`src/rtl/sh_sync_pkg.sv`:
```
`default_nettype none
// ============================================================================
// Module      : sh_sync_pkg
// Description : Shared types and defaults for the sample-and-hold sync generator.
// Revision    : 1.0 - initial release
// ============================================================================
package sh_sync_pkg;

    typedef enum logic [2:0] {
        ST_IDLE    = 3'd0,
        ST_COLLECT = 3'd1,
        ST_COMPUTE = 3'd2,
        ST_GEN     = 3'd3,
        ST_WAIT_TX = 3'd4,
        ST_TX      = 3'd5
    } state_t;

    localparam logic [1:0] c_ERR_NONE    = 2'd0;
    localparam logic [1:0] c_ERR_TIMEOUT = 2'd1;
    localparam logic [1:0] c_ERR_JITTER  = 2'd2;

    localparam int c_DEF_CNT_W      = 14;
    localparam int c_DEF_PRE_LOG2   = 3;
    localparam int c_DEF_PKT_LEN    = 24;
    localparam int c_DEF_TX_PULSES  = 32;
    localparam int c_DEF_TX_PERIOD  = 10000;
    localparam int c_DEF_TIMEOUT    = 14000;
    localparam int c_DEF_JIT_TOL    = 64;
    localparam int c_DEF_MIN_PERIOD = 2;

endpackage
`default_nettype wire

```
`src/rtl/sh_pulse_timer.sv`:
```
`default_nettype none
// ============================================================================
// Module      : sh_pulse_timer
// Description : Loadable period counter: half-period first strobe, then periodic.
// Revision    : 1.0 - initial release
// ============================================================================
module sh_pulse_timer #(
    parameter int CNT_W = 14
) (
    input  logic             clk,
    input  logic             rst,
    input  logic             i_load,
    input  logic             i_run,
    input  logic [CNT_W-1:0] i_period,
    input  logic [CNT_W-1:0] i_limit,
    output logic             o_zero,
    output logic             o_final
);

    localparam logic [CNT_W-1:0] c_ONE = CNT_W'(1);

    logic [CNT_W-1:0] r_period;
    logic [CNT_W-1:0] r_cnt;
    logic [CNT_W-1:0] r_nstrb;

    // Outputs are independent of i_run so the controller can gate them without a loop.
    assign o_zero  = (r_cnt == '0);
    assign o_final = (r_nstrb == (i_limit - c_ONE));

    always_ff @(posedge clk or negedge rst) begin
        if (!rst) begin
            r_period <= '0;
            r_cnt    <= '0;
            r_nstrb  <= '0;
        end else if (i_load) begin
            r_period <= i_period;
            r_cnt    <= i_period >> 1;
            r_nstrb  <= '0;
        end else if (i_run) begin
            if (o_zero) begin
                r_cnt   <= r_period - c_ONE;
                r_nstrb <= r_nstrb + c_ONE;
            end else begin
                r_cnt   <= r_cnt - c_ONE;
            end
        end
    end

endmodule
`default_nettype wire

```
`src/rtl/sh_sync_gen.sv`:
```
`default_nettype none
// ============================================================================
// Module      : sh_sync_gen
// Description : Preamble bit-period recovery and sh_en strobe generation (RX/TX).
// Revision    : 1.0 - initial release
// ============================================================================
module sh_sync_gen
    import sh_sync_pkg::*;
#(
    parameter int CNT_W      = c_DEF_CNT_W,
    parameter int PRE_LOG2   = c_DEF_PRE_LOG2,
    parameter int PKT_LEN    = c_DEF_PKT_LEN,
    parameter int TX_PULSES  = c_DEF_TX_PULSES,
    parameter int TX_PERIOD  = c_DEF_TX_PERIOD,
    parameter int TIMEOUT    = c_DEF_TIMEOUT,
    parameter int JIT_TOL    = c_DEF_JIT_TOL,
    parameter int MIN_PERIOD = c_DEF_MIN_PERIOD
) (
    input  logic             clk,
    input  logic             rst,
    input  logic             rfin,
    input  logic             rx_mode,
    input  logic             tx_rdy,
    input  logic             ext_rx_en,
    input  logic [CNT_W-1:0] ext_rx_period,
    input  logic             ext_tx_en,
    input  logic [CNT_W-1:0] ext_tx_period,
    output logic             sh_en,
    output logic             fsm_rst,
    output logic             sh_en_done,
    output logic             locked,
    output logic [CNT_W-1:0] period_out,
    output logic             err_timeout,
    output logic             err_jitter
);

    localparam int              c_SUM_W     = CNT_W + PRE_LOG2;
    localparam logic [CNT_W-1:0] c_ONE      = CNT_W'(1);
    localparam logic [CNT_W-1:0] c_MIN      = CNT_W'(MIN_PERIOD);
    localparam logic [CNT_W-1:0] c_TOL      = CNT_W'(JIT_TOL);
    localparam logic [CNT_W-1:0] c_TMO      = CNT_W'(TIMEOUT);
    localparam logic [CNT_W-1:0] c_TXP      = CNT_W'(TX_PERIOD);
    localparam logic [CNT_W-1:0] c_RX_LIM   = CNT_W'(PKT_LEN);
    localparam logic [CNT_W-1:0] c_TX_LIM   = CNT_W'(TX_PULSES);
    localparam logic [PRE_LOG2:0] c_N_ONE   = (PRE_LOG2+1)'(1);
    localparam logic [PRE_LOG2:0] c_N_LAST  = (PRE_LOG2+1)'(2**PRE_LOG2 - 1);

    state_t              r_state, w_next;
    logic                r_rf_s1, r_rf_s2, r_rf_s3, r_rf_edge;
    logic                r_tx_d, r_tx_edge;
    logic [CNT_W-1:0]    r_ivl;
    logic [CNT_W-1:0]    r_ref;
    logic [c_SUM_W-1:0]  r_sum;
    logic [PRE_LOG2:0]   r_nacc;
    logic [CNT_W-1:0]    r_period_out;

    logic [CNT_W-1:0]    w_diff, w_p_raw, w_p, w_q_raw, w_q;
    logic                w_jit_bad, w_complete, w_timeout;
    logic                w_restart, w_acc, w_clear, w_load_rx, w_load_tx, w_run;
    logic [1:0]          w_err;
    logic                w_tmr_zero, w_tmr_final;

    // Synchroniser plus registered edge detect: flag appears 3 cycles after rfin rises.
    always_ff @(posedge clk or negedge rst) begin
        if (!rst) begin
            r_rf_s1   <= 1'b0;
            r_rf_s2   <= 1'b0;
            r_rf_s3   <= 1'b0;
            r_rf_edge <= 1'b0;
            r_tx_d    <= 1'b0;
            r_tx_edge <= 1'b0;
        end else begin
            r_rf_s1   <= rfin;
            r_rf_s2   <= r_rf_s1;
            r_rf_s3   <= r_rf_s2;
            r_rf_edge <= r_rf_s2 & ~r_rf_s3;
            r_tx_d    <= tx_rdy;
            r_tx_edge <= tx_rdy & ~r_tx_d;
        end
    end

    assign w_diff     = (r_ivl >= r_ref) ? (r_ivl - r_ref) : (r_ref - r_ivl);
    assign w_jit_bad  = (r_nacc != '0) && (w_diff > c_TOL);
    assign w_complete = r_rf_edge && !w_jit_bad && (r_nacc == c_N_LAST);
    assign w_timeout  = (r_ivl == c_TMO);

    assign w_p_raw = ext_rx_en ? ext_rx_period : r_sum[c_SUM_W-1:PRE_LOG2];
    assign w_p     = (w_p_raw < c_MIN) ? c_MIN : w_p_raw;
    assign w_q_raw = ext_tx_en ? ext_tx_period : c_TXP;
    assign w_q     = (w_q_raw < c_MIN) ? c_MIN : w_q_raw;

    always_ff @(posedge clk or negedge rst) begin
        if (!rst) begin
            r_state <= ST_IDLE;
        end else begin
            r_state <= w_next;
        end
    end

    always_comb begin
        w_next     = r_state;
        w_restart  = 1'b0;
        w_acc      = 1'b0;
        w_clear    = 1'b0;
        w_load_rx  = 1'b0;
        w_load_tx  = 1'b0;
        w_run      = 1'b0;
        w_err      = c_ERR_NONE;
        fsm_rst    = 1'b0;
        sh_en_done = 1'b1;
        locked     = 1'b0;
        case (r_state)
            ST_IDLE: begin
                if (!rx_mode) begin
                    w_next = ST_WAIT_TX;
                end else if (r_rf_edge) begin
                    w_next    = ST_COLLECT;
                    w_restart = 1'b1;
                    w_clear   = 1'b1;
                    fsm_rst   = 1'b1;
                end
            end
            ST_COLLECT: begin
                if (w_complete) begin
                    w_acc   = 1'b1;
                    fsm_rst = 1'b1;
                    w_next  = ST_COMPUTE;
                end else if (w_timeout) begin
                    w_err   = c_ERR_TIMEOUT;
                    fsm_rst = 1'b1;
                    w_next  = ST_IDLE;
                end else if (!rx_mode) begin
                    w_next = ST_WAIT_TX;
                end else if (r_rf_edge) begin
                    // A rejected edge restarts the preamble as its new first edge.
                    w_restart = 1'b1;
                    if (w_jit_bad) begin
                        w_err   = c_ERR_JITTER;
                        w_clear = 1'b1;
                    end else begin
                        w_acc   = 1'b1;
                        fsm_rst = 1'b1;
                    end
                end
            end
            ST_COMPUTE: begin
                locked    = 1'b1;
                w_load_rx = 1'b1;
                w_next    = ST_GEN;
            end
            ST_GEN: begin
                locked = 1'b1;
                if (!rx_mode) begin
                    w_next = ST_WAIT_TX;
                end else begin
                    w_run = 1'b1;
                    if (w_tmr_zero && w_tmr_final) begin
                        w_next = ST_IDLE;
                    end
                end
            end
            ST_WAIT_TX: begin
                sh_en_done = 1'b0;
                if (rx_mode) begin
                    w_next = ST_IDLE;
                end else if (r_tx_edge) begin
                    w_load_tx = 1'b1;
                    w_next    = ST_TX;
                end
            end
            ST_TX: begin
                sh_en_done = 1'b0;
                if (rx_mode) begin
                    w_next = ST_IDLE;
                end else begin
                    w_run = 1'b1;
                    if (w_tmr_zero && w_tmr_final) begin
                        w_next = ST_IDLE;
                    end
                end
            end
            default: begin
                w_next = ST_IDLE;
            end
        endcase
    end

    // r_ivl counts cycles since the last edge, so it holds the interval itself on the next edge.
    always_ff @(posedge clk or negedge rst) begin
        if (!rst) begin
            r_ivl        <= '0;
            r_ref        <= '0;
            r_sum        <= '0;
            r_nacc       <= '0;
            r_period_out <= '0;
        end else begin
            if (w_restart) begin
                r_ivl <= c_ONE;
            end else if (r_state == ST_COLLECT) begin
                r_ivl <= r_ivl + c_ONE;
            end
            if (w_clear) begin
                r_sum  <= '0;
                r_nacc <= '0;
            end else if (w_acc) begin
                if (r_nacc == '0) begin
                    r_ref <= r_ivl;
                end
                r_sum  <= r_sum + {{PRE_LOG2{1'b0}}, r_ivl};
                r_nacc <= r_nacc + c_N_ONE;
            end
            if (w_load_rx) begin
                r_period_out <= w_p;
            end
        end
    end

    sh_pulse_timer #(
        .CNT_W (CNT_W)
    ) u_timer (
        .clk      (clk),
        .rst      (rst),
        .i_load   (w_load_rx | w_load_tx),
        .i_run    (w_run),
        .i_period (w_load_tx ? w_q : w_p),
        .i_limit  ((r_state == ST_TX) ? c_TX_LIM : c_RX_LIM),
        .o_zero   (w_tmr_zero),
        .o_final  (w_tmr_final)
    );

    assign sh_en       = w_run & w_tmr_zero;
    assign period_out  = r_period_out;
    assign err_timeout = (w_err == c_ERR_TIMEOUT);
    assign err_jitter  = (w_err == c_ERR_JITTER);

endmodule
`default_nettype wire

```
`config.mk`:
```
export PLATFORM = sky130hd
export DESIGN_NAME = sh_sync_gen
export DESIGN_NICKNAME = d
export VERILOG_FILES = /design/src/rtl/sh_sync_pkg.sv /design/src/rtl/sh_pulse_timer.sv /design/src/rtl/sh_sync_gen.sv
export SDC_FILE = /design/constraint.sdc
export NUM_CORES = 1
export LEC_CHECK = 0
export BUFFER_PORTS_ARGS = -buffer_cell sky130_fd_sc_hd__buf_2
export CORE_MARGIN = 2
export CORE_UTILIZATION = 60
export DETAILED_ROUTE_END_ITERATION = 10
export PLACE_DENSITY = 0.79
export SYNTH_ARGS = -nofsm -noshare
export SYNTH_HDL_FRONTEND = slang
export SYNTH_HIERARCHICAL = 1
export SYNTH_SLANG_ARGS = --single-unit
```
`constraint.sdc`:
```
create_clock -name clk -period 4.5 [get_ports clk]
set_clock_uncertainty 0.1 [all_clocks]
set_input_delay 0.9 -clock clk [delete_from_list [all_inputs] [get_ports clk]]
set_output_delay 0.9 -clock clk [all_outputs]
set_load 0.1 [all_outputs]
```
==> run metrics <==
post-synth top area share=0.337; iteration-0 DRC count of the detailed router=743; total die area=15100 sq um; pin count of the biggest net entering global routing=63; Reg2Reg Setup Slack=-0.17 ns; status=finished with violations; Tmin final=4.73 ns; Ys Warns=6; first-pass GRT wire length=37.2 mm; clock sink total=114; most frequent cell after synthesis=dfrtp_1; Async SR Flop Fraction=1.00; Clk Latency, worst-skew pair=0.42 ns; Synth top cells by count=114 x dfrtp_1, 84 x nor2_1, 83 x nand2_1; failing checks=negative setup slack; GRT overflow=0; io pins=55; H-tree depth=4; max-cap check violation count=0; endpoint class of the critical path=primary output; Die Wd=123 um; top_reg_cell synth=dfrtp_1; number of diodes=0; worst hold stages=0; WL/cell=18.3 um; core area=13800 sq um; Via Count=8046; fmax=211 MHz; crit path max fanout=4; Total GRT Usage=0.315; die height=123 um; FF-to-FF path depth=25; placed instance count=1231; Remaining DRCs=0; Worst Hold End=r_rf_s2; CTS tree=done; Worst-Margin Slew=0.916 ns; hold crit path type=flop to flop; fin. max-slew vios=0; layout cells sized above 1=0.228; TritonCTS buffer count=17; Layout area overhead=23.4%; Cell Rows=43; synth unique cells=80; Cell Area, Synth=8460 sq um; setup ws final=-0.229 ns; fillers=966; vias in the first global route=7658; post-layout net count=1202; Final Hold Viols=0; Cells after Synth=977; Worst R2R Start=r_ivl[12]; final period utilization=1.05; Pwr Density=585 nW/um^2; maximum VDD drop=0.000469 V; fin cells=1309; Reg2Reg Capture Point=r_sum[6]; Critical Path AT=3.73 ns; cell type with the largest total area after synthesis=dfrtp_1; DR vias/cell=6.15; DRT Pass-1 Iters=5; Pwr Total=6.10 mW; Final setup viols=19; Slew HR=0.388; Final Routed Wirelength=24.0 mm; Starting Density=0.612; Routed Antenna Nets=0; detailed placer's ending HPWL=15.5 mm; hold path start=r_rf_s1; element type at the critical path start=flop; clk buf depth=2; Port-buffer cells=54; routability cong.=0.928; Clk Tree Root Cell=clkbuf_16; clock-pin slew on the worst setup and hold paths=0.06 ns; hold bufs inserted after CTS=0; Post-synth EDFFs=0; critical path class=flop to primary output; CP required=3.50 ns; P_leak=4.75 nW; Mean Syn Cell Area=8.65 sq um; RSZ-0062 raised after global routing=yes; Seq cells post-synth=114; antenna violations before repair=0; largest cells by area after synthesis=dfrtp_1 34%, ha_1 7.1%, xnor2_1 5.4%, a21oi_1 4.7%, o21ai_0 4.0%; sequential area share after synthesis=0.337
==> sequential cells by signal, summed over array words and instances, names as in the netlist <==
register	cells
r_ivl	14
r_rf_edge	1
u_timer/r_cnt	14
r_nacc	4
r_state	3
period_out	14
r_rf_s2	1
u_timer/r_nstrb	14
r_tx_edge	1
r_rf_s3	1
r_ref	14
r_tx_d	1
u_timer/r_period	14
r_sum	17
r_rf_s1	1
==> cells in the final DEF (no fill, tap or decap), drive strengths merged, types with 6 or more instances in the layout <==
| cell | count |
|---|---|
| nor2 | 85 |
| a22o | 16 |
| o31ai | 6 |
| or3 | 8 |
| nand4 | 16 |
| mux2i | 26 |
| nor3 | 26 |
| ha | 48 |
| nor4 | 20 |
| clkbuf | 23 |
| a21oi | 83 |
| a31oi | 7 |
| clkinv | 7 |
| nand3b | 8 |
| xor2 | 16 |
| nand2 | 83 |
| mux2 | 7 |
| nor3b | 10 |
| buf | 126 |
| xnor2 | 52 |
| conb | 39 |
| a21o | 16 |
| o211ai | 14 |
| dfrtp | 114 |
| a211oi | 9 |
| o21ai | 70 |
| or2 | 6 |
| nand3 | 25 |
| nor2b | 13 |
| nand2b | 18 |
| inv | 52 |
| and3 | 12 |
==> worst max path at each step <==
stage / start / end
after global routing: r_ivl[11] / fsm_rst
after detailed placement: r_ivl[11] / fsm_rst
after floorplan: r_ivl[4] / fsm_rst
after global placement: r_ivl[6] / fsm_rst
after CTS: r_ivl[0] / fsm_rst
final: r_ivl[12] / fsm_rst
==> metal layers <==
metal | wire, um | up-vias | track usage
met1 | 9870 | 3854 | 0.398
met3 | 1280 | 86 | 0.0534
met4 | 805 | 0 | 0.127
li1 | - | 3763 | -
met2 | 12100 | 343 | 0.534
met5 | 0 | - | 0
==> report_power, final <==
part	total, mW	internal (mW)	switching [mW]	leakage (nW)
combinational	3.21	1.37	1.85	3.01
sequential	1.58	1.29	0.291	1.45
clock	1.32	0.827	0.489	0.285
total	6.10	3.48	2.63	4.75
==> timing repair <==
item,in CTS,in global routing
pin swaps,20,15
buffers inserted,35,9
resized for setup,34,26
gates cloned,1,1
setup endpoints to repair,3,19
==> layout make-up <==
type                       count  area [sq um]  share of cell area
inverter                      53           203              0.0194
multi-input combinational    804          5680               0.544
sequential                   114          2860               0.274
clock inverter                 9          78.8             0.00756
tap                          180           225              0.0216
clock buffer                  23           498              0.0477
timing repair buffer         126           888              0.0852
==> through the flow <==
stage | setup TNS [ns] | hold slack [ns] | utilization | worst slack, ns | area, sq um
detailed placement | 0 | 0.246 | 0.667 | 0.0713 | 9230
floorplan | -0.932 | 0.231 | - | -0.822 | 8740
global route | -4.46 | 0.263 | 0.754 | -0.349 | 10400
finish | -2.41 | 0.252 | 0.754 | -0.229 | 10400
global placement | 0 | 0.250 | 0.667 | 0.146 | 9230
CTS | -0.144 | 0.259 | 0.741 | -0.0882 | 10200
==> critical path: stages (launching register included) <==
cell      delay [ns]
dfrtp_1         0.39
buf_4           0.16
ha_2            0.21
o21ai_0         0.17
nor2_1          0.09
a311o_1         0.32
buf_4           0.17
a31oi_4         0.19
buf_6           0.13
a31oi_1         0.05
a31o_2          0.24
xnor2_1         0.15
nor4_4          0.36
nor2_2          0.08
o211ai_1        0.23
buf_4           0.17
buf_12          0.17
==> cell families (layout without fill, tap and decap cells) <==
kind of cell,after synthesis,count (layout),share of synthesized area
AND/OR/NAND/NOR,352,352,0.226
XOR/XNOR,68,68,0.0704
adder cells (fa/ha/maj),51,51,0.0781
buffers and inverters,98,211,0.0497
AO/OA/AOI/OAI,260,261,0.198
flip-flops,114,114,0.337
other,1,39,0.000443
multiplexers,33,33,0.0401
Power figures use the tool's default switching activity.
